==> src/rtl/host_req_queue.sv <==
`default_nettype none
// ============================================================================
// Module      : host_req_queue
// Description : Per-host command queue and single-outstanding issue engine
//               feeding one host lane of the crossbar. Buffers read/write
//               commands, presents the head entry until ack, and returns
//               read data to the host as a one-cycle valid pulse.
// Revision    : 1.0 - initial release
// ============================================================================
module host_req_queue #(
  parameter int DW    = 32,
  parameter int AW    = 32,
  parameter int DEPTH = 4,
  localparam int CW   = $clog2(DEPTH + 1)
) (
  input  logic          clk_i,
  input  logic          reset_i,
  // host enqueue side
  input  logic          push_i,
  input  logic          push_cmd_i,
  input  logic [AW-1:0] push_addr_i,
  input  logic [DW-1:0] push_wdata_i,
  output logic          full_o,
  output logic [CW-1:0] count_o,
  output logic          ovf_o,
  // host read return
  output logic          rd_valid_o,
  output logic [DW-1:0] rd_data_o,
  // crossbar lane
  output logic          req_o,
  output logic          cmd_o,
  output logic [AW-1:0] addr_o,
  output logic [DW-1:0] wdata_o,
  input  logic          ack_i,
  output logic          resp_o,
  input  logic [DW-1:0] rdata_i,
  // status
  output logic          busy_o
);

  localparam int PW = $clog2(DEPTH);

  typedef struct packed {
    logic          cmd;
    logic [AW-1:0] addr;
    logic [DW-1:0] wdata;
  } entry_t;

  typedef enum logic [1:0] {
    IDLE = 2'd0,
    REQ  = 2'd1,
    RESP = 2'd2
  } state_t;

  entry_t        mem [DEPTH];
  logic [PW-1:0] wr_ptr;
  logic [PW-1:0] rd_ptr;
  state_t        state;
  logic          push_ok;
  logic          pop;
  logic [CW-1:0] count_nxt;
  entry_t        head;

  assign head = mem[rd_ptr];

  // Push acceptance looks only at the current occupancy: a pop in the same
  // cycle does not free a slot for the incoming entry.
  always_comb begin
    push_ok   = push_i && (count_o != CW'(DEPTH));
    pop       = (state == REQ) && ack_i;
    count_nxt = count_o;
    if (push_ok && !pop) begin
      count_nxt = count_o + CW'(1);
    end else if (!push_ok && pop) begin
      count_nxt = count_o - CW'(1);
    end
  end

  // Queue storage; contents are don't-care until written, so no reset.
  always_ff @(posedge clk_i) begin
    if (push_ok) begin
      mem[wr_ptr] <= {push_cmd_i, push_addr_i, push_wdata_i};
    end
  end

  // Pointers, occupancy and the sticky overflow flag.
  always_ff @(posedge clk_i or posedge reset_i) begin
    if (reset_i) begin
      wr_ptr  <= '0;
      rd_ptr  <= '0;
      count_o <= '0;
      full_o  <= 1'b0;
      ovf_o   <= 1'b0;
    end else begin
      if (push_ok) begin
        wr_ptr <= wr_ptr + PW'(1);
      end
      if (pop) begin
        rd_ptr <= rd_ptr + PW'(1);
      end
      if (push_i && !push_ok) begin
        ovf_o <= 1'b1;
      end
      count_o <= count_nxt;
      full_o  <= (count_nxt == CW'(DEPTH));
    end
  end

  // Issue FSM: load head, hold request until ack, then one response cycle
  // for reads before returning the captured word to the host.
  always_ff @(posedge clk_i or posedge reset_i) begin
    if (reset_i) begin
      state      <= IDLE;
      req_o      <= 1'b0;
      cmd_o      <= 1'b0;
      addr_o     <= '0;
      wdata_o    <= '0;
      resp_o     <= 1'b0;
      rd_valid_o <= 1'b0;
      rd_data_o  <= '0;
      busy_o     <= 1'b0;
    end else begin
      rd_valid_o <= 1'b0;
      busy_o     <= (count_nxt != '0);
      case (state)
        IDLE: begin
          if (count_o != '0) begin
            state   <= REQ;
            req_o   <= 1'b1;
            cmd_o   <= head.cmd;
            addr_o  <= head.addr;
            wdata_o <= head.wdata;
            busy_o  <= 1'b1;
          end
        end
        REQ: begin
          if (ack_i) begin
            req_o <= 1'b0;
            if (cmd_o) begin
              state <= IDLE;
            end else begin
              state  <= RESP;
              resp_o <= 1'b1;
              busy_o <= 1'b1;
            end
          end else begin
            busy_o <= 1'b1;
          end
        end
        RESP: begin
          state      <= IDLE;
          resp_o     <= 1'b0;
          rd_data_o  <= rdata_i;
          rd_valid_o <= 1'b1;
        end
        default: begin
          state  <= IDLE;
          req_o  <= 1'b0;
          resp_o <= 1'b0;
        end
      endcase
    end
  end

endmodule
`default_nettype wire

==> config.mk <==
export PLATFORM = sky130hd
export DESIGN_NAME = host_req_queue
export DESIGN_NICKNAME = d
export VERILOG_FILES = /design/src/rtl/host_req_queue.sv
export SDC_FILE = /design/constraint.sdc
export NUM_CORES = 1
export LEC_CHECK = 0
export CAP_MARGIN = 25
export CORE_MARGIN = 8
export CORE_UTILIZATION = 55
export CTS_CLUSTER_DIAMETER = 100
export CTS_CLUSTER_SIZE = 12
export DETAILED_ROUTE_END_ITERATION = 6
export GPL_TIMING_DRIVEN = 0
export PLACE_DENSITY = 0.81
export SETUP_SLACK_MARGIN = 0.5
export SYNTH_ARGS = -nofsm -noshare
export SYNTH_HDL_FRONTEND = slang
export SYNTH_SLANG_ARGS = --single-unit
==> constraint.sdc <==
create_clock -name clk_i -period 11.6 [get_ports clk_i]
set_clock_uncertainty 0.1 [all_clocks]
set_input_delay 2.32 -clock clk_i [delete_from_list [all_inputs] [get_ports clk_i]]
set_output_delay 2.32 -clock clk_i [all_outputs]
set_load 0.03 [all_outputs]
==> summary.md <==
| Metric | Value |
|---|---|
| Status | completed |
| Fmax | 0.240 GHz |
| Top-count cell post-synth | edfxtp_1 |
| Row count | 58 |
| Final core utilization | 70.1% |
| Asr flop ratio synth | 30.1% |
| Layout Nets | 980 |
| Average routed wire per standard cell | 22.4 um |
| Placed cell areas | 0.0165 mm2 |
| Crit path max-delay family | buffers and inverters |
| Relative slew slack | 46.1% |
| Postcts setup bufs | 0 |
| Routing usage on met3 | 5.12% |
| Die area | 0.0305 mm2 |
| Hold-fix buffer count after cts | 0 |
| Seq/Total Area, Yosys | 76.7% |
| Post-synthesis register bit count | 372 |
| DRT Wirelength | 27.5 mm |
| Routability cong. | 0.744 |
| CP arrival | 1.75 ns |
| Remaining antenna violation count after routing | 0 |
| Initial Util | 55.4% |
| Critical Path RT | 9.18 ns |
| Syn nets | 731 |
| CTS clk-pin slew, worst paths | 0.06 ns |
| Die width | 175 um |
| Via count | 6693 |
| Synth top area cells | edfxtp_1 56%, dfrtp_1 20%, mux4_2 11% |
| CTS tree | done |
| GRT Max-Usage Layer | met2 |
| TritonCTS buffer count | 36 |
| Share of post-route cells with drive strength above 1 | 24.0% |
| Clk sink count | 372 |
| Final Cycle Share | 36.0% |
| Top cells by count, synth | 260 x edfxtp_1, 112 x dfrtp_1, 65 x mux4_2 |
| Clock root buffer | clkbuf_16 |
| GR met1 Demand/Resource | 23.0% |
| Die Ht | 175 um |
| Kind of critical path | flop to primary output |
| Crit path buffers/inverters | 1 |
| Max-cap violations | 0 |
| Fin area | 0.0175 mm2 |
| Diodes inserted | 0 |
| IO buf count | 206 |
| Peak fanout along the critical path | 5 |
| FF-to-FF path depth | 6 |
| Max-slew violation count | 0 |
| Fin cells | 1230 |
| CP Capture Type | primary output |
| Fin worst setup slack | 7.43 ns |
| Worst VDD drop | 0.178 mV |
| Post-Synthesis Cells | 623 |
| Detailed-placement wirelength estimate | 17.8 mm |
| Setup WS pre-CTS | 6.89 ns |
| CP max-delay cell | clkdlybuf4s50_1 |
| Vias per cell | 5.44 |
| Mapped Area | 0.0138 mm2 |
| Minimum clock period | 4.17 ns |
| H-tree levels | 2 |
| Overall Power | 5.01 mW |
| Setup TNS | 0 ns |
| DR DRC count | 0 |
| Vias in the first global route | 7253 |
| Final setup vio count | 0 |
| Top cell type's share of synthesized area | 56.5% |
| Core area | 0.0250 mm2 |
| PwrDens | 286 mW/mm2 |
| Final Hold Viols | 0 |
| CP max stage delay | 0.76 ns |
| Dpl cells | 1164 |
| Type of the worst min-delay path | flop to flop |
| Worst path cell trace | clkdlybuf4s50_1 |
| Top cell type by total area after synthesis | edfxtp_1 |
| Yosys warnings | 0 |
| Worst Setup Start Kind | flop |
| Flop-to-flop setup slack | 8.99 ns |
| Post-synth cell types | 31 |
| FF-to-FF Start | count_o[0] |
| Hold_sp | ovf_o |
| P&R area growth vs syn | 26.5% |
| DR iter-0 viols | 425 |
| TritonRoute pass-1 iters | 5 |
| Global-route wire length before repair | 42.4 mm |
| I/O Pins | 207 |
| WHS Path Cells | 1 |
| Leak | 6.29 nW |
| Largest net degree at the start of global routing | 84 |
| Unrepaired setup endpoints after global routing | false |
| Initial antenna violation count | 1 |
| Post-CTS sizing | 0 |
| Clock latency on the worst-skew pair | 0.50 ns |
| Max clock buf depth | 3 |
| Hold endpoint | ovf_o |
| GR Util All Layers | 18.0% |
| Post-synth EDFFs | 260 |
| Avg Inst Size Synth | 22.2 um2 |
| R2R Path End | mem[1][52] |
| Post-synth top flop | edfxtp_1 |
| Worst hold margin | 0.365 ns |
| GR Util met2 | 30.1% |
| Worst-Margin Slew | 0.809 ns |
| Grt ovf | 0 |
-- area by class of cell --
type                       count  area, um2
clock buffer                  64       1030
timing repair buffer         211       2190
buffer                        29        173
multi-input combinational    214       3030
sequential                   372      10600
clock inverter                 2       17.5
tap                          330        413
inverter                       8       35.0
fill                        1545       7470
-- worst max path at each step --
stage               startpoint     endpoint  slack [ns]  depth (start not counted)
global route            push_i   mem[1][51]        7.26                          5
floorplan              reset_i    addr_o[0]        6.22                          1
detailed placement      push_i   mem[1][21]        6.89                          5
global placement       reset_i  wdata_o[15]        4.04                          2
CTS                      cmd_o        cmd_o        7.37                          1
finish                   cmd_o        cmd_o        7.43                          1
-- kinds of logic (layout without fill, tap and decap cells) --
logic type | Yosys count | after routing | synth area share, %
buffers and inverters | 37 | 314 | 1.47
adders and majority gates | 7 | 7 | 0.633
DFF | 372 | 372 | 76.7
muxes | 163 | 163 | 19.3
xor gates and xnor gates | 5 | 5 | 0.317
AOI/OAI and AO/OA | 10 | 10 | 0.471
and+or+nand+nor | 29 | 29 | 1.09
-- state kept, by name (all words and copies together), names as in the netlist --
name,count
mem,260
rd_valid_o,1
count_o,3
addr_o,32
resp_o,1
wdata_o,32
ovf_o,1
busy_o,1
state,2
cmd_o,1
rd_ptr,2
req_o,1
rd_data_o,32
wr_ptr,2
full_o,1
-- cells in the final DEF (no fill, tap or decap), types with 6 or more instances in the layout --
cell,instances
mux2_1,17
mux4_2,65
nor2_1,9
ha_1,7
mux2_4,28
buf_2,12
clkbuf_1,32
inv_1,7
nand2_1,6
mux2_2,52
dfrtp_1,112
clkbuf_16,37
edfxtp_1,260
clkdlybuf4s50_1,206
-- layer usage --
layer	part of all wire, %	vias up
met2	49	246
met3	7.7	39
li1	-	2973
met4	1.8	2
met1	41	3433
met5	0.062	-
-- report_power, final --
part	total (mW)	switching (mW)	internal, mW
Clock	1.05	0.451	0.600
Sequential	2.00	0.165	1.83
Combinational	1.96	1.00	0.958
Total	5.01	1.62	3.39
No activity file was read; power rests on OpenSTA's default activity.
